### config.mk
export PLATFORM = sky130hd
export DESIGN_NAME = clk_div_mon_flat
export DESIGN_NICKNAME = d
export VERILOG_FILES = /design/src/rtl/clk_div_mon_pkg.sv /design/src/rtl/clk_div_mon_if.sv /design/src/rtl/clk_div_mon_edge_det_rise.sv /design/src/rtl/clk_div_mon.sv /design/src/flat_wrapper.sv
export SDC_FILE = /design/constraint.sdc
export NUM_CORES = 1
export LEC_CHECK = 0
export CAP_MARGIN = 20
export CELL_PAD_IN_SITES_DETAIL_PLACEMENT = 0
export CELL_PAD_IN_SITES_GLOBAL_PLACEMENT = 1
export CORE_UTILIZATION = 44
export CTS_CLUSTER_SIZE = 16
export DETAILED_ROUTE_END_ITERATION = 8
export GPL_TIMING_DRIVEN = 1
export PLACE_DENSITY = 0.81
export SKIP_LAST_GASP = 1
export SYNTH_ARGS = -nofsm -noshare
export SYNTH_HDL_FRONTEND = slang
export SYNTH_HIERARCHICAL = 1
export SYNTH_SLANG_ARGS = --single-unit
### constraint.sdc
create_clock -name clk -period 3 [get_ports clk]
set_input_delay 0.6 -clock clk [delete_from_list [all_inputs] [get_ports clk]]
set_output_delay 0.6 -clock clk [all_outputs]
set_load 0.02 [all_outputs]
### src/rtl/clk_div_mon_pkg.sv
// Shared definitions for the divided-clock monitor.
// - mon_state_e : monitor FSM states (IDLE = 0, ARM = 1, MEAS = 2); the same
//                 encoding is used by the divider's own testbench.
// - *_DEF       : default parameter values for a divider with a 53-cycle
//                 pattern of 10 periods (7 x 5 + 3 x 6 clk cycles).
// - ECW         : width of the per-window rising-edge count.
package clk_div_mon_pkg;

  typedef enum logic [1:0] {
    IDLE = 2'd0,
    ARM  = 2'd1,
    MEAS = 2'd2
  } mon_state_e;

  localparam int unsigned WIN_DEF       = 53;
  localparam int unsigned EXP_EDGES_DEF = 10;
  localparam int unsigned MIN_PER_DEF   = 5;
  localparam int unsigned MAX_PER_DEF   = 6;
  localparam int unsigned LOCK_N_DEF    = 4;
  localparam int unsigned TO_DEF        = 15;
  localparam int unsigned PW_DEF        = 8;
  localparam int unsigned WW_DEF        = 9;

  localparam int unsigned ECW = 4;

endpackage

### src/rtl/clk_div_mon_if.sv
// Monitor-side bundle of the divided-clock checker.
// master : the agent driving the divided clock and the monitor controls
//          (div_in, en, clr) and observing the results.
// slave  : the monitor itself.
// Signals:
//   div_in     divided clock, already registered in the clk domain
//   en         monitor enable
//   clr        one-cycle pulse clearing sticky flags, good count and locked
//   rise_pulse one-cycle strobe per rising edge of div_in
//   period     last measured period in clk cycles (PW bits)
//   period_vld one-cycle strobe when period is updated
//   win_done   one-cycle strobe at the end of each window
//   edge_cnt   rising edges in the last completed window
//   per_err    sticky period-out-of-range / timeout flag
//   cnt_err    sticky edge-count mismatch flag
//   locked     enough consecutive clean windows seen
interface clk_div_mon_if
  import clk_div_mon_pkg::*;
#(
  parameter int unsigned PW = PW_DEF
);

  logic           div_in;
  logic           en;
  logic           clr;
  logic           rise_pulse;
  logic [PW-1:0]  period;
  logic           period_vld;
  logic           win_done;
  logic [ECW-1:0] edge_cnt;
  logic           per_err;
  logic           cnt_err;
  logic           locked;

  modport master (
    output div_in, en, clr,
    input  rise_pulse, period, period_vld, win_done, edge_cnt,
           per_err, cnt_err, locked
  );

  modport slave (
    input  div_in, en, clr,
    output rise_pulse, period, period_vld, win_done, edge_cnt,
           per_err, cnt_err, locked
  );

endinterface

### src/rtl/clk_div_mon_edge_det_rise.sv
// Rising-edge detector for a signal that is already in the clk domain.
// Two flops delay the input; rise is high for exactly one cycle, the cycle
// after d1 first captures a 1. Reusable by any stage consuming the divider.
// Ports:
//   clk   in  system clock
//   rstn  in  asynchronous active-low reset
//   din   in  clk-domain signal to watch
//   rise  out one-cycle strobe per 0->1 transition of din
module edge_det_rise (
  input  logic clk,
  input  logic rstn,
  input  logic din,
  output logic rise
);

  logic d1;
  logic d2;

  // NOTE: flops use non-blocking assignments so d2 takes the old d1, not the
  // value d1 is receiving on the same edge.
  always_ff @(posedge clk or negedge rstn) begin
    if (!rstn) begin
      d1 <= 1'b0;
      d2 <= 1'b0;
    end else begin
      d1 <= din;
      d2 <= d1;
    end
  end

  assign rise = d1 & ~d2;

endmodule

### src/rtl/clk_div_mon.sv
// Downstream checker for the fractional clock divider.
// Measures each divided period in clk cycles, counts rising edges per window
// of WIN clk cycles, flags period / edge-count errors and raises locked after
// LOCK_N consecutive clean windows. Pure observer: never drives div_in.
// Ports:
//   clk   in  system clock (the divider's source clock)
//   rstn  in  asynchronous active-low reset
//   bus   slave side of clk_div_mon_if (see the interface for signal list)
module clk_div_mon
  import clk_div_mon_pkg::*;
#(
  parameter int unsigned WIN       = WIN_DEF,
  parameter int unsigned EXP_EDGES = EXP_EDGES_DEF,
  parameter int unsigned MIN_PER   = MIN_PER_DEF,
  parameter int unsigned MAX_PER   = MAX_PER_DEF,
  parameter int unsigned LOCK_N    = LOCK_N_DEF,
  parameter int unsigned TO        = TO_DEF,
  parameter int unsigned PW        = PW_DEF,
  parameter int unsigned WW        = WW_DEF
) (
  input  logic          clk,
  input  logic          rstn,
  clk_div_mon_if.slave  bus
);

  localparam int unsigned GW = $clog2(LOCK_N + 1);

  localparam logic [PW-1:0]  TO_V     = PW'(TO);
  localparam logic [PW-1:0]  MIN_V    = PW'(MIN_PER);
  localparam logic [PW-1:0]  MAX_V    = PW'(MAX_PER);
  localparam logic [WW-1:0]  WIN_LAST = WW'(WIN - 1);
  localparam logic [GW-1:0]  LOCK_V   = GW'(LOCK_N);
  localparam logic [ECW:0]   EXP_V    = (ECW + 1)'(EXP_EDGES);
  localparam logic [ECW:0]   ACC_MAX  = {1'b0, {ECW{1'b1}}};

  mon_state_e     state_q, state_d;
  logic [PW-1:0]  per_cnt_q, per_cnt_d;
  logic [WW-1:0]  win_cnt_q, win_cnt_d;
  logic [ECW-1:0] edge_acc_q, edge_acc_d;
  logic [GW-1:0]  good_cnt_q, good_cnt_d;
  logic           win_bad_q, win_bad_d;
  logic [PW-1:0]  period_q, period_d;
  logic [ECW-1:0] edge_cnt_q, edge_cnt_d;
  logic           per_err_q, per_err_d;
  logic           cnt_err_q, cnt_err_d;

  logic           rise;
  logic           period_vld;
  logic           win_done;
  logic           timeout;
  logic           per_bad;
  logic           cnt_bad;
  logic           clean;
  logic [ECW:0]   win_sum;
  logic [ECW-1:0] win_total;

  edge_det_rise u_rise (
    .clk  (clk),
    .rstn (rstn),
    .din  (bus.div_in),
    .rise (rise)
  );

  // Edge count for the window that ends this cycle, including a rise landing
  // on the last cycle; saturates so a runaway input cannot wrap to a legal
  // looking count.
  assign win_sum   = {1'b0, edge_acc_q} + (ECW + 1)'(rise);
  assign win_total = (win_sum > ACC_MAX) ? {ECW{1'b1}} : win_sum[ECW-1:0];
  assign cnt_bad   = (win_sum != EXP_V);

  // NOTE: every signal driven here gets a default first, so no path through
  // the block leaves a value unassigned and no latch is inferred.
  always_comb begin
    state_d    = state_q;
    per_cnt_d  = per_cnt_q;
    win_cnt_d  = win_cnt_q;
    edge_acc_d = edge_acc_q;
    good_cnt_d = good_cnt_q;
    win_bad_d  = win_bad_q;
    period_d   = period_q;
    edge_cnt_d = edge_cnt_q;
    per_err_d  = per_err_q;
    cnt_err_d  = cnt_err_q;
    period_vld = 1'b0;
    win_done   = 1'b0;
    timeout    = 1'b0;
    per_bad    = 1'b0;
    clean      = 1'b0;

    if (!bus.en) begin
      // Disabled: drop any partial window; sticky flags and results hold.
      state_d    = IDLE;
      per_cnt_d  = '0;
      win_cnt_d  = '0;
      edge_acc_d = '0;
      good_cnt_d = '0;
      win_bad_d  = 1'b0;
    end else begin
      case (state_q)
        IDLE: state_d = ARM;

        ARM: begin
          if (rise) begin
            // The arming rise is window cycle 0 and the first counted edge.
            state_d    = MEAS;
            per_cnt_d  = PW'(1);
            win_cnt_d  = WW'(1);
            edge_acc_d = ECW'(1);
            win_bad_d  = 1'b0;
          end else if (per_cnt_q == TO_V) begin
            timeout   = 1'b1;
            per_cnt_d = '0;
          end else if (per_cnt_q != '1) begin
            per_cnt_d = per_cnt_q + PW'(1);
          end
        end

        MEAS: begin
          if (rise) begin
            period_vld = 1'b1;
            period_d   = per_cnt_q;
            per_cnt_d  = PW'(1);
            per_bad    = (per_cnt_q < MIN_V) || (per_cnt_q > MAX_V);
            if (edge_acc_q != '1) edge_acc_d = edge_acc_q + ECW'(1);
          end else if (per_cnt_q == TO_V) begin
            timeout = 1'b1;
          end else if (per_cnt_q != '1) begin
            per_cnt_d = per_cnt_q + PW'(1);
          end

          if (timeout) begin
            // Stuck divider: abandon the window and wait for a fresh rise.
            state_d    = ARM;
            per_cnt_d  = '0;
            win_cnt_d  = '0;
            edge_acc_d = '0;
            win_bad_d  = 1'b0;
          end else if (win_cnt_q == WIN_LAST) begin
            win_done   = 1'b1;
            edge_cnt_d = win_total;
            edge_acc_d = '0;
            win_cnt_d  = '0;
            win_bad_d  = 1'b0;
            clean      = !win_bad_q && !per_bad && !cnt_bad;
            if (!clean)                    good_cnt_d = '0;
            else if (good_cnt_q != LOCK_V) good_cnt_d = good_cnt_q + GW'(1);
          end else begin
            win_cnt_d = win_cnt_q + WW'(1);
            if (per_bad) win_bad_d = 1'b1;
          end
        end

        default: state_d = IDLE;
      endcase

      if (timeout) good_cnt_d = '0;
      if (bus.clr) good_cnt_d = '0;

      // A new error wins over clr in the same cycle.
      per_err_d = per_bad || timeout || (per_err_q && !bus.clr);
      cnt_err_d = (win_done && cnt_bad) || (cnt_err_q && !bus.clr);
    end
  end

  always_ff @(posedge clk or negedge rstn) begin
    if (!rstn) begin
      state_q    <= IDLE;
      per_cnt_q  <= '0;
      win_cnt_q  <= '0;
      edge_acc_q <= '0;
      good_cnt_q <= '0;
      win_bad_q  <= 1'b0;
      period_q   <= '0;
      edge_cnt_q <= '0;
      per_err_q  <= 1'b0;
      cnt_err_q  <= 1'b0;
    end else begin
      state_q    <= state_d;
      per_cnt_q  <= per_cnt_d;
      win_cnt_q  <= win_cnt_d;
      edge_acc_q <= edge_acc_d;
      good_cnt_q <= good_cnt_d;
      win_bad_q  <= win_bad_d;
      period_q   <= period_d;
      edge_cnt_q <= edge_cnt_d;
      per_err_q  <= per_err_d;
      cnt_err_q  <= cnt_err_d;
    end
  end

  assign bus.rise_pulse = rise;
  assign bus.period     = period_q;
  assign bus.period_vld = period_vld;
  assign bus.win_done   = win_done;
  assign bus.edge_cnt   = edge_cnt_q;
  assign bus.per_err    = per_err_q;
  assign bus.cnt_err    = cnt_err_q;
  assign bus.locked     = (good_cnt_q == LOCK_V);

endmodule
### src/flat_wrapper.sv
// flat-port wrapper written by rule: the top's interface ports become plain ports
module clk_div_mon_flat import clk_div_mon_pkg::*;
#(
  parameter int unsigned WIN       = WIN_DEF,
  parameter int unsigned EXP_EDGES = EXP_EDGES_DEF,
  parameter int unsigned MIN_PER   = MIN_PER_DEF,
  parameter int unsigned MAX_PER   = MAX_PER_DEF,
  parameter int unsigned LOCK_N    = LOCK_N_DEF,
  parameter int unsigned TO        = TO_DEF,
  parameter int unsigned PW        = PW_DEF,
  parameter int unsigned WW        = WW_DEF
)
  (clk, rstn, bus_div_in, bus_en, bus_clr, bus_rise_pulse, bus_period, bus_period_vld, bus_win_done, bus_edge_cnt, bus_per_err, bus_cnt_err, bus_locked);
  clk_div_mon_if #(.PW(PW)) bus_i ();
  input  logic clk;
  input  logic rstn;
  input wire logic [$bits(bus_i.div_in)-1:0] bus_div_in;
  input wire logic [$bits(bus_i.en)-1:0] bus_en;
  input wire logic [$bits(bus_i.clr)-1:0] bus_clr;
  output wire logic [$bits(bus_i.rise_pulse)-1:0] bus_rise_pulse;
  output wire logic [$bits(bus_i.period)-1:0] bus_period;
  output wire logic [$bits(bus_i.period_vld)-1:0] bus_period_vld;
  output wire logic [$bits(bus_i.win_done)-1:0] bus_win_done;
  output wire logic [$bits(bus_i.edge_cnt)-1:0] bus_edge_cnt;
  output wire logic [$bits(bus_i.per_err)-1:0] bus_per_err;
  output wire logic [$bits(bus_i.cnt_err)-1:0] bus_cnt_err;
  output wire logic [$bits(bus_i.locked)-1:0] bus_locked;
  assign bus_i.div_in = bus_div_in;
  assign bus_i.en = bus_en;
  assign bus_i.clr = bus_clr;
  assign bus_rise_pulse = bus_i.rise_pulse;
  assign bus_period = bus_i.period;
  assign bus_period_vld = bus_i.period_vld;
  assign bus_win_done = bus_i.win_done;
  assign bus_edge_cnt = bus_i.edge_cnt;
  assign bus_per_err = bus_i.per_err;
  assign bus_cnt_err = bus_i.cnt_err;
  assign bus_locked = bus_i.locked;
  clk_div_mon #(.WIN(WIN), .EXP_EDGES(EXP_EDGES), .MIN_PER(MIN_PER), .MAX_PER(MAX_PER), .LOCK_N(LOCK_N), .TO(TO), .PW(PW), .WW(WW)) u_core (.clk(clk), .rstn(rstn), .bus(bus_i));
endmodule
# After elaboration in Yosys (flattened, before gate mapping)
# Index checks and enable logic that the tools add are counted.
# totals
reg_bits,43
latch_bits,0
mem_bits_rw,0
mem_bits_ro,0
in_bits,5
n_memories,0
# op_classes
addsub,5
mul,0
div,0
magnitude_cmp,3
n_eq_ne,20
shifts,0
muxes,58
bitwise_logic,3
reduce_logical,22
# op_table
cell,n
two-way mux 8 bit,7
two-way mux 9 bit,4
two-way mux 4 bit,7
two-way mux 3 bit,8
two-way mux 1 bit,23
one-hot mux 9 bit (2 select lines),1
one-hot mux 8 bit (2 select lines),1
"inequality test 5 x 2 -> 1 bit, second input constant",3
AND reduction 4 bit,3
"inequality test 5 x 4 -> 1 bit, second input constant",2
"adder 9 x 1 -> 9 bit, second input constant",1
"== test 9 x 6 -> 1 bit, second input constant",1
"adder 8 x 1 -> 8 bit, second input constant",1
"== test 8 x 4 -> 1 bit, second input constant",1
"greater-than comparator 8 x 3 -> 1 bit, second input constant",1
"less-than comparator 8 x 3 -> 1 bit, second input constant",1
"inequality test 4 x 1 -> 1 bit, second input constant",2
"inequality test 8 bit, second input constant",1
one-hot mux 4 bit (2 select lines),1
two-way mux 2 bit,3
"inequality test 3 x 2 -> 1 bit, second input constant",2
one-hot mux 2 bit (3 select lines),1
AND reduction 2 bit,3
AND reduction 3 bit,2
other kinds (19),31

# Longest topological paths before layout
# Gate-level depths: netlist (run 1).
# depth
depth_word,15
mapped_depth,8
ltp_nobuf,8

# By module
# Netlist (run 1), hierarchy kept.
# modules_own_cells
module,n_inst,cells_each,area_each_um2,seq_area_each_um2
clk_div_mon,1,253,2357.3,1026.0
edge_det_rise,1,3,63.8,50.0

# Worst setup path after synthesis (run 1)
# No wires, ideal clock.
# synth_path
path_kind,register -> output
startpoint,register u_core.per_cnt_q[5]
endpoint,output bus_win_done
arrival_time_ns,1.730
path_slack_ns,0.670
stages_incl_launch_ff,6
n_path_buf,1
cell_sequence,dfrtp_1 buf_6 or4_4 o31a_1 nand3_1 inv_1
# synth_between
elab_chain_len,9
# synth_rtl
element,line,rtl
start: declaration,clk_div_mon.sv:37,"logic [PW-1:0] per_cnt_q, per_cnt_d;"
start signal: assignment,clk_div_mon.sv:179,per_cnt_q <= per_cnt_d;
== test 8 x 4 -> 1 bit,clk_div_mon.sv:125,end else if (per_cnt_q == TO_V) begin
two-way mux 1 bit,clk_div_mon.sv:125,
two-way mux 1 bit,n/a,
two-way mux 1 bit,clk_div_mon.sv:99,case (state_q)
two-way mux 1 bit,clk_div_mon.sv:90,if (!bus.en) begin
two-way mux 1 bit,clk_div_mon.sv:131,if (timeout) begin
two-way mux 1 bit,clk_div_mon.sv:99,
two-way mux 1 bit (2 in a row),clk_div_mon.sv:90,
end: declaration,flat_wrapper.sv:23,output wire logic [$bits(bus_i.win_done)-1:0] bus_win_done;
# No other way between the ends. The select of a mux whose other input is x is not followed.

# Final worst setup path (run 1)
# layout_path
startpoint,register u_core.per_cnt_q[7]
endpoint,output bus_win_done
# The elaborated chain is that of the path after synthesis.

==> PnR_summary.wiki, run 1 <==
{| class="wikitable"
! Metric !! Value
|-
| Post-CTS Hold Buffers || 0
|-
| Initial antenna violation count || 0
|-
| Startpoint type of the worst setup path || flop
|-
| Final-stage net count || 296
|-
| Flops & latches, synth || 43
|-
| Tcrit/Tclk final || 93.57%
|-
| Half-perimeter wire length after detailed placement || 3510 um
|-
| Synth Warn # || 6
|-
| Final Hold Fails || 0
|-
| Vias per cell || 5.554
|-
| Family with the most delay on the worst path || simple AND/OR/NAND/NOR gates
|-
| Prevailing post-synth register cell || sky130_fd_sc_hd__dfrtp_1
|-
| Vertical die dimension || 76.18 um
|-
| Cell-by-cell listing of the critical path || or4_4, o31a_1, nand3_1, inv_1, dlygate4sd2_1
|-
| # IOs || 23
|-
| Relative slew margins || 34.90%
|-
| Fin. max-slew vios || 0
|-
| Floorplan core area || 5205 sq um
|-
| Initial cell density of the core || 46.51%
|-
| Aggregate global-route resource usage || 18.44%
|-
| Status || complete, no violations
|-
| Average instance area after synthesis || 9.457 sq um
|-
| Inserted Clock Buffers || 5
|-
| Number of I/O port buffers || 22
|-
| Worst Path Class, Setup || flop to primary output
|-
| Clock tree skew after final layout || 9.175 ps
|-
| CTS H-tree depth || 2
|-
| Number of buffers on the longest clock path || 2
|-
| Netlist cell types || 52
|-
| Total Die Area || 5803 sq um
|-
| Clock-pin slew on the worst setup and hold paths || 80 ps
|-
| First-pass detailed-route iteration total || 4
|-
| Inserted Diodes || 0
|-
| Worst VDD drop || 0.1921 mV
|-
| Area growth, synth to finish || 16.69%
|-
| Setup-violating endpoint count in the final report || 0
|-
| CTS Root Buffer Type || sky130_fd_sc_hd__clkbuf_8
|-
| Number of DRC violations after detailed-routing iteration 0 || 91
|-
| Critical Path Slowest Stage Cell || sky130_fd_sc_hd__or4_4
|-
| Number of flops mapped to enable cells by yosys || 0
|-
| # DRC || 0
|-
| Data required time at the worst endpoint || 2400 ps
|-
| Arr. time, crit path || 2210 ps
|-
| Setup TNS Final || 0 ps
|-
| Final antenna-violating net count || 0
|-
| Reported max-cap violation count || 0
|-
| Static leakage || 1.293 nW
|-
| Synth Area in Simple Gates || 22.12%
|-
| Count of filler cells inserted in the layout || 482
|-
| Share of the yosys chip area belonging to registers || 44.44%
|-
| Buffers plus inverters on the worst setup path || 2
|-
| Worst-margin pin slew || 976.5 ps
|-
| Residual overflow from global routing || 0
|-
| Worst-path fanout max || 9
|-
| Critical path endpoint category || primary output
|-
| Compound-gate portion of the synthesized area || 17.11%
|-
| Min-Delay Path Class || flop to flop
|-
| Maximum number of pins on one net before global-route repair || 44
|-
| Post-synth ARST share || 100.0%
|-
| Via count of the first global-routing pass || 1784
|-
| Share of synthesized cell area in full adder, half adder and majority cells || 6.202%
|-
| Combinational family with the most area after synthesis || simple AND/OR/NAND/NOR gates
|-
| Slowest stage delay, CP || 530 ps
|-
| Setup repair after global routing missed its margin || no
|-
| Final Routed Wirelength || 5043 um
|-
| XOR/XNOR share of the synthesized area || 1.809%
|-
| Minimum clock period after layout || 2807 ps
|-
| Post-layout instance count excluding filler cells || 350
|-
| Final worst-path setup slack || 192.8 ps
|-
| Sinks on Clock Net || 43
|-
| Via total after detailed routing || 1944
|-
| Net count of the mapped netlist || 273
|-
| Buffer count from post-CTS setup fixing || 0
|-
| Inst Count DP || 342
|-
| Power per unit of standard cell area || 464.9 nW/um^2
|-
| Clock insertion delay at the later pin of the skew report || 300 ps
|-
| Setup Slack @ Placement || 296.9 ps
|-
| Worst hold-check slack || 405.1 ps
|-
| Cell count after synthesis || 256
|-
| Proportion of layout cells with a drive suffix above 1 || 10.00%
|-
| Final cell utilization of the core || 54.28%
|-
| Total standard cell area after synthesis || 2421 sq um
|-
| Wire length of the first global-routing pass || 8652 um
|-
| Mux contribution to synthesized area || 3.669%
|-
| Average routed wire per standard cell || 14.41 um
|-
| Commonest non-fill, non-tap cell in the layout || sky130_fd_sc_hd__dfrtp_1
|-
| Site row count || 26
|-
| Storage cell area || 1076 sq um
|-
| Commonest non-fill, non-tap cells in the layout || sky130_fd_sc_hd__dfrtp_1, sky130_fd_sc_hd__nand2_1, sky130_fd_sc_hd__clkdlybuf4s50_1
|-
| Overall die width || 76.18 um
|-
| TritonCTS clock tree || built
|-
| Multi-input gate area || 1232 sq um
|-
| Routability Congestion || 0.7691
|-
| Max frequency || 0.3562 GHz
|}
## timing repair
item	4_1_cts	5_1_grt
resized for setup	1	0
endpoints found under the hold margin	0	0
setup endpoints to repair	1	0
## final cells by class
class	instances	area share, %
Multi-Input combinational cell	188	43.62
Sequential cell	43	38.09
Timing Repair Buffer	29	9.433
Tap cell	70	3.100
Clock buffer	6	2.923
Inverter	12	1.594
Clock inverter	2	1.240
## state kept, by name, indices dropped and copies added, names as in the netlist
name                 count
u_core/bus.period        8
u_core/edge_acc_q        4
u_core/u_rise/d1         1
u_core/per_cnt_q         8
u_core/state_q           2
u_core/good_cnt_q        3
u_core/win_bad_q         1
u_core/bus.cnt_err       1
u_core/win_cnt_q         9
u_core/bus.edge_cnt      4
u_core/bus.per_err       1
u_core/u_rise/d2         1
## stage by stage
stage	cell area, sq um	power (mW)
2_1_floorplan	2421	0.7813
3_3_place_gp	2709	0.8475
3_5_place_dp	2709	0.8509
4_1_cts	2825	1.334
5_1_grt	2825	1.388
6_report	2825	1.314
## synthesized netlist by cell type, types with 3 or more instances
cell	n	area, sq um
sky130_fd_sc_hd__dfrtp_1	43	1076
sky130_fd_sc_hd__nand2_1	22	82.58
sky130_fd_sc_hd__nor2_1	18	67.56
sky130_fd_sc_hd__o21ai_0	18	90.09
sky130_fd_sc_hd__a21oi_1	13	65.06
sky130_fd_sc_hd__ha_1	12	150.1
sky130_fd_sc_hd__inv_1	12	45.04
sky130_fd_sc_hd__nand3_1	12	60.06
sky130_fd_sc_hd__clkbuf_1	10	37.54
sky130_fd_sc_hd__and3_1	7	43.79
sky130_fd_sc_hd__mux2_2	7	78.83
sky130_fd_sc_hd__a22o_1	6	52.55
sky130_fd_sc_hd__nor2b_1	6	37.54
sky130_fd_sc_hd__nand4_1	5	31.28
sky130_fd_sc_hd__nor4_1	5	31.28
sky130_fd_sc_hd__a21o_1	4	30.03
sky130_fd_sc_hd__nor3_1	4	20.02
sky130_fd_sc_hd__xor2_1	4	35.03
sky130_fd_sc_hd__a31oi_1	3	18.77
sky130_fd_sc_hd__and2_1	3	18.77
sky130_fd_sc_hd__nand3b_1	3	22.52
## per-layer routing
metal  routed length, um  GRT usage [%]  vias to the layer above
li1                    -              -                      966
met1                2482          25.52                      935
met2                2352          29.64                       38
met3                 164          3.353                        5
met4                  44          5.192                        0
met5                   0              0                        -
## path summary, 6_finish.rpt
check,startpoint,end,slack (ps),cells after the start
worst min register to register,u_core/u_rise/d1$_DFF_PN0_,u_core/u_rise/d2$_DFF_PN0_,410,0
worst max register to register,u_core/u_rise/d1$_DFF_PN0_,u_core/good_cnt_q[1]$_DFFE_PN0P_,500,8
max in group asynchronous,rstn,u_core/bus.period[1]$_DFFE_PN0P_,1930,1
worst min-delay path,u_core/u_rise/d1$_DFF_PN0_,u_core/u_rise/d2$_DFF_PN0_,410,0
min in group asynchronous,rstn,u_core/bus.edge_cnt[2]$_DFFE_PN0P_,450,1
worst max-delay path,u_core/per_cnt_q[7]$_DFFE_PN0P_,bus_win_done,190,5
## report_power, final
part / internal (mW) / switching, mW / leakage (nW)
logic: 0.0800 / 0.122 / 0.644
clock network: 0.270 / 0.202 / 0.0612
registers: 0.607 / 0.0329 / 0.587
## kinds of logic (layout without fill, tap and decap cells)
kind of cell / after synthesis / count (layout)
xor gates and xnor gates: 5 / 5
and+or+nand+nor: 99 / 99
adders and majority gates: 12 / 12
buffers and inverters: 25 / 49
muxes: 8 / 8
AOI/OAI and AO/OA: 64 / 64
DFF: 43 / 43
(Power assumes the default switching activity.)
==> run 2: changes to the inputs <==
--- a/config.mk
+++ b/config.mk
@@ -11,7 +11,8 @@
 export CORE_UTILIZATION = 44
 export CTS_CLUSTER_SIZE = 16
 export DETAILED_ROUTE_END_ITERATION = 8
-export GPL_TIMING_DRIVEN = 1
+export GPL_ROUTABILITY_DRIVEN = 1
+export GPL_TIMING_DRIVEN = 0
 export PLACE_DENSITY = 0.81
 export SKIP_LAST_GASP = 1
 export SYNTH_ARGS = -nofsm -noshare
==> PnR_summary.wiki, run 2 (synthesized netlist as in run 1, its figures left out) <==
{| class="wikitable"
! Metric !! Value
|-
| Status || complete, no violations
|-
| Setup repair after global routing missed its margin || no
|-
| Commonest non-fill, non-tap cells in the layout || sky130_fd_sc_hd__dfrtp_1, sky130_fd_sc_hd__nand2_1, sky130_fd_sc_hd__clkdlybuf4s50_1
|-
| Final Routed Wirelength || 5120 um
|-
| Overall die width || 76.18 um
|-
| Clock tree skew after final layout || 8.515 ps
|-
| Depth of the most critical reg-to-reg path || 8
|-
| Register containing the most flip-flops in the final layout || u_core/win_cnt_q
|-
| Initial antenna violation count || 0
|-
| Max frequency || 0.3520 GHz
|-
| Relative slew margins || 56.21%
|-
| Static leakage || 1.284 nW
|-
| Worst Path Class, Setup || flop to primary output
|-
| Power per unit of standard cell area || 420.7 nW/um^2
|-
| Via count of the first global-routing pass || 1925
|-
| CTS H-tree depth || 2
|-
| # DRC || 0
|-
| Vias per cell || 5.521
|-
| Final-stage net count || 301
|-
| # IOs || 23
|-
| First-pass detailed-route iteration total || 4
|-
| Data required time at the worst endpoint || 2400 ps
|-
| Inst Count DP || 348
|-
| Final antenna-violating net count || 0
|-
| Setup-violating endpoint count in the final report || 0
|-
| Critical path endpoint category || primary output
|-
| Minimum clock period after layout || 2841 ps
|-
| Storage cell area || 1076 sq um
|-
| Min-Delay Path Class || primary input to async pin
|-
| R2R setup slack || 580 ps
|-
| Half-perimeter wire length after detailed placement || 3659 um
|-
| Fraction of met2 tracks used by global routing || 30.00%
|-
| Final Hold Fails || 0
|-
| Final worst-path setup slack || 159.3 ps
|-
| Initial cell density of the core || 46.51%
|-
| Number of I/O port buffers || 21
|-
| Worst-margin pin slew || 653.8 ps
|-
| Reg-to-reg critical path startpoint || u_core/per_cnt_q[7]$_DFFE_PN0P_
|-
| Clock-pin slew on the worst setup and hold paths || 80 ps
|-
| Inserted Clock Buffers || 5
|-
| TritonCTS clock tree || built
|-
| GRT met3 Usage || 3.593%
|-
| Arr. time, crit path || 2240 ps
|-
| Gr busiest metal || met2
|-
| Tcrit/Tclk final || 94.69%
|-
| Number of buffers on the longest clock path || 2
|-
| Met1 demand-to-capacity share in global routing || 29.58%
|-
| Number of flip-flops in the largest register || 9
|-
| Power consumption || 1.198 mW
|-
| Wire length of the first global-routing pass || 9197 um
|-
| Proportion of layout cells with a drive suffix above 1 || 9.825%
|-
| Inserted Diodes || 0
|-
| Setup TNS Final || 0 ps
|-
| Maximum number of pins on one net before global-route repair || 24
|-
| Vertical die dimension || 76.18 um
|-
| Multi-input gate area || 1257 sq um
|-
| Setup Slack @ Placement || -16.95 ps
|-
| Worst-path fanout max || 9
|-
| Site row count || 26
|-
| Sinks on Clock Net || 43
|-
| Reg2reg end || u_core/edge_acc_q[1]$_DFFE_PN0P_
|-
| CTS Root Buffer Type || sky130_fd_sc_hd__clkbuf_8
|-
| Floorplan core area || 5205 sq um
|-
| Count of filler cells inserted in the layout || 507
|-
| Commonest non-fill, non-tap cell in the layout || sky130_fd_sc_hd__dfrtp_1
|-
| Total Die Area || 5803 sq um
|-
| Number of DRC violations after detailed-routing iteration 0 || 105
|-
| Reported max-cap violation count || 0
|-
| Aggregate global-route resource usage || 19.95%
|-
| Via total after detailed routing || 1960
|-
| Average routed wire per standard cell || 14.42 um
|-
| Residual overflow from global routing || 0
|-
| Area growth, synth to finish || 17.62%
|-
| Post-layout instance count excluding filler cells || 355
|-
| Worst VDD drop || 0.2034 mV
|-
| Routability Congestion || 0.7560
|-
| Startpoint type of the worst setup path || flop
|-
| Fin. max-slew vios || 0
|-
| Clock insertion delay at the later pin of the skew report || 290 ps
|}
run 2: cell count changes in the layout (fill, tap and decap cells not counted):
cell and delta:
sky130_fd_sc_hd__clkbuf_1 +9, sky130_fd_sc_hd__buf_4 -5, sky130_fd_sc_hd__buf_6 +2, sky130_fd_sc_hd__nand3_1 -2, sky130_fd_sc_hd__nand3_2 +2, sky130_fd_sc_hd__buf_16 +1, sky130_fd_sc_hd__bufinv_16 -1, sky130_fd_sc_hd__clkbuf_2 +1
sky130_fd_sc_hd__clkbuf_8 -1, sky130_fd_sc_hd__clkdlybuf4s50_1 -1, sky130_fd_sc_hd__nor4_1 -1, sky130_fd_sc_hd__nor4_4 +1
run 2: timing repair:
item	CTS	global route
pin swaps	1	0
hold buffers	0	0
setup endpoints to repair	2	1
gates resized for setup	5	1
setup buffers	1	0
run 2: cell type report:
type	instances	area share (%)
Sequential cell	43	37.79
Timing Repair Buffer	23	8.392
Tap cell	70	3.076
Multi-Input combinational cell	188	44.16
Clock inverter	1	0.1757
Clock buffer	7	2.680
Buffer	11	2.153
Inverter	12	1.582
run 2: per-stage QoR:
step	cell area (sq um)	util, %	hold WS, ps
after floorplan	2421	-	304.4
after global placement	2719	52.24	368.5
after detailed placement	2741	52.67	368.5
after CTS	2850	54.76	294.7
after global routing	2848	54.71	310.0
final	2848	54.71	274.3
run 2: worst max-delay path by stage:
stage                           to  slack (ps)  cells after the start                             from
finish                bus_win_done         160                      6  u_core/per_cnt_q[7]$_DFFE_PN0P_
detailed placement    bus_win_done         -20                      7  u_core/win_cnt_q[0]$_DFFE_PN0P_
floorplan             bus_win_done         670                      5  u_core/per_cnt_q[5]$_DFFE_PN0P_
global placement      bus_win_done          20                      7  u_core/win_cnt_q[0]$_DFFE_PN0P_
CTS                 bus_period_vld          50                      7    u_core/state_q[0]$_DFFE_PN0P_
global route          bus_win_done          50                      6  u_core/per_cnt_q[7]$_DFFE_PN0P_
run 2: where the power goes:
group | switching (mW) | internal (mW) | leakage [nW]
clock | 0.190 | 0.164 | 0.0422
sequential | 0.0338 | 0.607 | 0.587
combinational | 0.122 | 0.0809 | 0.655
total | 0.346 | 0.852 | 1.28
run 2: worst max-delay path: stages (launching register included):
cell,delay [ps]
sky130_fd_sc_hd__dfrtp_1,360
sky130_fd_sc_hd__clkbuf_1,190
sky130_fd_sc_hd__or4_4,540
sky130_fd_sc_hd__o31a_1,310
sky130_fd_sc_hd__nand3_2,160
sky130_fd_sc_hd__inv_1,70
sky130_fd_sc_hd__dlygate4sd2_1,320
run 2: layer usage:
metal | share of wire, % | vias up
met5 | 0 | -
met4 | 1.0 | 0
met3 | 3.4 | 6
met2 | 44 | 36
met1 | 51 | 931
li1 | - | 987
==> run 3: changes to the inputs <==
--- a/config.mk
+++ b/config.mk
@@ -5,13 +5,15 @@
 export SDC_FILE = /design/constraint.sdc
 export NUM_CORES = 1
 export LEC_CHECK = 0
+export ABC_AREA = 1
 export CAP_MARGIN = 20
 export CELL_PAD_IN_SITES_DETAIL_PLACEMENT = 0
 export CELL_PAD_IN_SITES_GLOBAL_PLACEMENT = 1
-export CORE_UTILIZATION = 44
+export CORE_UTILIZATION = 43
+export CTS_BUF_LIST = sky130_fd_sc_hd__clkbuf_4 sky130_fd_sc_hd__clkbuf_8 sky130_fd_sc_hd__clkbuf_16
 export CTS_CLUSTER_SIZE = 16
 export DETAILED_ROUTE_END_ITERATION = 8
-export GPL_ROUTABILITY_DRIVEN = 1
+export GPL_ROUTABILITY_DRIVEN = 0
 export GPL_TIMING_DRIVEN = 0
 export PLACE_DENSITY = 0.81
 export SKIP_LAST_GASP = 1
==> PnR_summary.wiki, run 3 <==
{| class="wikitable"
! Metric !! Value
|-
| Net count of the mapped netlist || 322
|-
| Number of DRC violations after detailed-routing iteration 0 || 85
|-
| Worst-margin pin slew || 511.6 ps
|-
| Depth of the most critical reg-to-reg path || 12
|-
| Reg2reg end || u_core/good_cnt_q[0]$_DFFE_PN0P_
|-
| Overall die width || 78.04 um
|-
| Commonest non-fill, non-tap cells in the layout || sky130_fd_sc_hd__nand2_1, sky130_fd_sc_hd__dfrtp_1, sky130_fd_sc_hd__inv_1
|-
| Worst VDD drop || 0.2869 mV
|-
| CTS Root Buffer Type || sky130_fd_sc_hd__clkbuf_8
|-
| Startpoint type of the worst setup path || flop
|-
| CTS H-tree depth || 2
|-
| Final antenna-violating net count || 0
|-
| Maximum number of pins on one net before global-route repair || 31
|-
| Count of filler cells inserted in the layout || 543
|-
| Vertical die dimension || 78.04 um
|-
| Half-perimeter wire length after detailed placement || 3638 um
|-
| Final cell utilization of the core || 52.21%
|-
| Commonest non-fill, non-tap cell in the layout || sky130_fd_sc_hd__nand2_1
|-
| Buffer count from post-CTS setup fixing || 0
|-
| Total standard cell area after synthesis || 2486 sq um
|-
| Initial cell density of the core || 44.87%
|-
| Flops & latches, synth || 43
|-
| Yosys top cell area share || 43.28%
|-
| Number of buffers on the longest clock path || 2
|-
| Data required time at the worst endpoint || 2400 ps
|-
| Netlist cell types || 32
|-
| Cell-by-cell listing of the critical path || nor2_2, inv_2, nor3_4, clkdlybuf4s50_1
|-
| Residual overflow from global routing || 0
|-
| Vias per cell || 4.877
|-
| Cell accounting for the most synthesized area || sky130_fd_sc_hd__dfrtp_1
|-
| Site row count || 27
|-
| Post-synth ARST share || 100.0%
|-
| Ranking of synthesized cells by instance count || sky130_fd_sc_hd__nand2_1, sky130_fd_sc_hd__dfrtp_1, sky130_fd_sc_hd__inv_1, sky130_fd_sc_hd__nor2_1, sky130_fd_sc_hd__o21ai_0
|-
| Cell count after synthesis || 305
|-
| Setup-violating endpoint count in the final report || 0
|-
| First-pass detailed-route iteration total || 4
|-
| Inserted Diodes || 0
|-
| Final-stage net count || 351
|-
| Synth Warn # || 6
|-
| Average routed wire per standard cell || 11.66 um
|-
| Total Die Area || 6089 sq um
|-
| Sinks on Clock Net || 43
|-
| Relative slew margins || 65.86%
|-
| Worst-path fanout max || 9
|-
| Reg-to-reg critical path startpoint || u_core/u_rise/d2$_DFF_PN0_
|-
| Initial antenna violation count || 0
|-
| Top cells by area, synth || sky130_fd_sc_hd__dfrtp_1, sky130_fd_sc_hd__nand2_1, sky130_fd_sc_hd__inv_1
|-
| Number of logic stages on the critical path including buffering || 4
|-
| Share of the yosys chip area belonging to registers || 43.28%
|-
| Critical path endpoint category || primary output
|-
| Buffers plus inverters on the worst setup path || 2
|-
| Family with the most delay on the worst path || buffers and inverters
|-
| Slowest stage delay, CP || 630 ps
|-
| # IOs || 23
|-
| Arr. time, crit path || 2110 ps
|-
| Minimum clock period after layout || 2706 ps
|-
| Register containing the most flip-flops in the final layout || u_core/win_cnt_q
|-
| Prevailing post-synth register cell || sky130_fd_sc_hd__dfrtp_1
|-
| Critical Path Slowest Stage Cell || sky130_fd_sc_hd__clkdlybuf4s50_1
|-
| Setup repair after global routing missed its margin || no
|-
| Tcrit/Tclk final || 90.21%
|-
| TritonCTS clock tree || built
|-
| Final Routed Wirelength || 4747 um
|-
| Power per unit of standard cell area || 589.0 nW/um^2
|-
| Clock tree skew after final layout || 5.422 ps
|-
| Number of flops mapped to enable cells by yosys || 0
|-
| Final Hold Fails || 0
|-
| Proportion of layout cells with a drive suffix above 1 || 13.73%
|-
| Clock-pin slew on the worst setup and hold paths || 80 ps
|-
| Setup TNS Final || 0 ps
|-
| Most frequent cell after synthesis || sky130_fd_sc_hd__nand2_1
|-
| Status || complete, no violations
|-
| Reported max-cap violation count || 0
|-
| Average instance area after synthesis || 8.151 sq um
|-
| Number of flip-flops in the largest register || 9
|-
| Area growth, synth to finish || 16.36%
|-
| Inserted Clock Buffers || 5
|-
| Via count of the first global-routing pass || 1850
|-
| Number of I/O port buffers || 21
|-
| Min-Delay Path Class || primary input to async pin
|-
| Worst Path Class, Setup || flop to primary output
|-
| Static leakage || 1.386 nW
|-
| Via total after detailed routing || 1985
|-
| R2R setup slack || 760 ps
|-
| Wire length of the first global-routing pass || 8549 um
|-
| Fin. max-slew vios || 0
|-
| # DRC || 0
|-
| Clock insertion delay at the later pin of the skew report || 300 ps
|-
| Floorplan core area || 5540 sq um
|-
| Max frequency || 0.3695 GHz
|-
| Aggregate global-route resource usage || 17.79%
|}
[run 3: what timing repair did]
| action | CTS | global route |
|---|---|---|
| endpoints found under the hold margin | 0 | 0 |
| resized for setup | 0 | 1 |
| hold buffers | 0 | 0 |
| setup endpoints to repair | 0 | 1 |
[run 3: through the flow]
step | hold slack, ps | cell area, sq um | power [mW] | std cells | setup slack [ps]
floorplan | 304.4 | 2486 | 1.145 | 305 | 920.5
global placement | 359.3 | 2786 | 1.343 | 398 | 131.7
detailed placement | 362.2 | 2801 | 1.352 | 399 | 342.0
CTS | 201.9 | 2890 | 1.729 | 407 | 1.365
global route | 215.8 | 2893 | 1.838 | 407 | 163.0
finish | 194.3 | 2893 | 1.704 | 407 | 293.6
[run 3: how the worst max path moves through the flow]
stage | slack (ps) | to | from
4_1_cts | 1 | bus_win_done | u_core/win_cnt_q[0]$_DFFE_PN0P_
2_1_floorplan | 920 | u_core/good_cnt_q[0]$_DFFE_PN0P_ | u_core/u_rise/d2$_DFF_PN0_
6_report | 290 | bus_period_vld | u_core/u_rise/d2$_DFF_PN0_
5_1_grt | 160 | bus_period_vld | u_core/u_rise/d1$_DFF_PN0_
3_5_place_dp | 340 | bus_win_done | u_core/win_cnt_q[0]$_DFFE_PN0P_
3_3_place_gp | 130 | u_core/bus.period[6]$_DFFE_PN0P_ | rstn
[run 3: cell type report]
| type | count | area [sq um] | share of cell area, % |
|---|---|---|---|
| buffer | 3 | 17.52 | 0.6055 |
| clock buffer | 6 | 76.32 | 2.638 |
| clock inverter | 2 | 12.51 | 0.4325 |
| inverter | 50 | 195.2 | 6.747 |
| multi-input combinational | 209 | 1197 | 41.39 |
| sequential | 43 | 1076 | 37.20 |
| tap | 72 | 90.09 | 3.114 |
| timing repair buffer | 22 | 227.7 | 7.872 |
[run 3: per-layer routing]
metal  GRT usage, %  up-vias  wire, um  share of wire (%)
li1               -     1040         -                  -
met1          25.62      908      2442                 51
met2          26.46       31      2090                 44
met3          3.488        6       150                3.2
met4          6.667        0        62                1.3
met5              0        -         0                  0
[run 3: logic make-up (layout without fill, tap and decap cells)]
family / count (synthesis) / after routing / share of synthesized area [%]
xor gates and xnor gates: 6 / 6 / 2.114
DFF: 43 / 43 / 43.28
adders and majority gates: 12 / 12 / 6.039
and+or+nand+nor: 147 / 147 / 29.99
buffers and inverters: 53 / 83 / 8.556
AOI/OAI and AO/OA: 44 / 44 / 10.01
[run 3: power breakdown]
part	internal, mW	switching (mW)	leakage, nW	total, mW
Combinational	0.232	0.359	0.767	0.591
Clock	0.172	0.197	0.0446	0.369
Sequential	0.675	0.0695	0.574	0.744
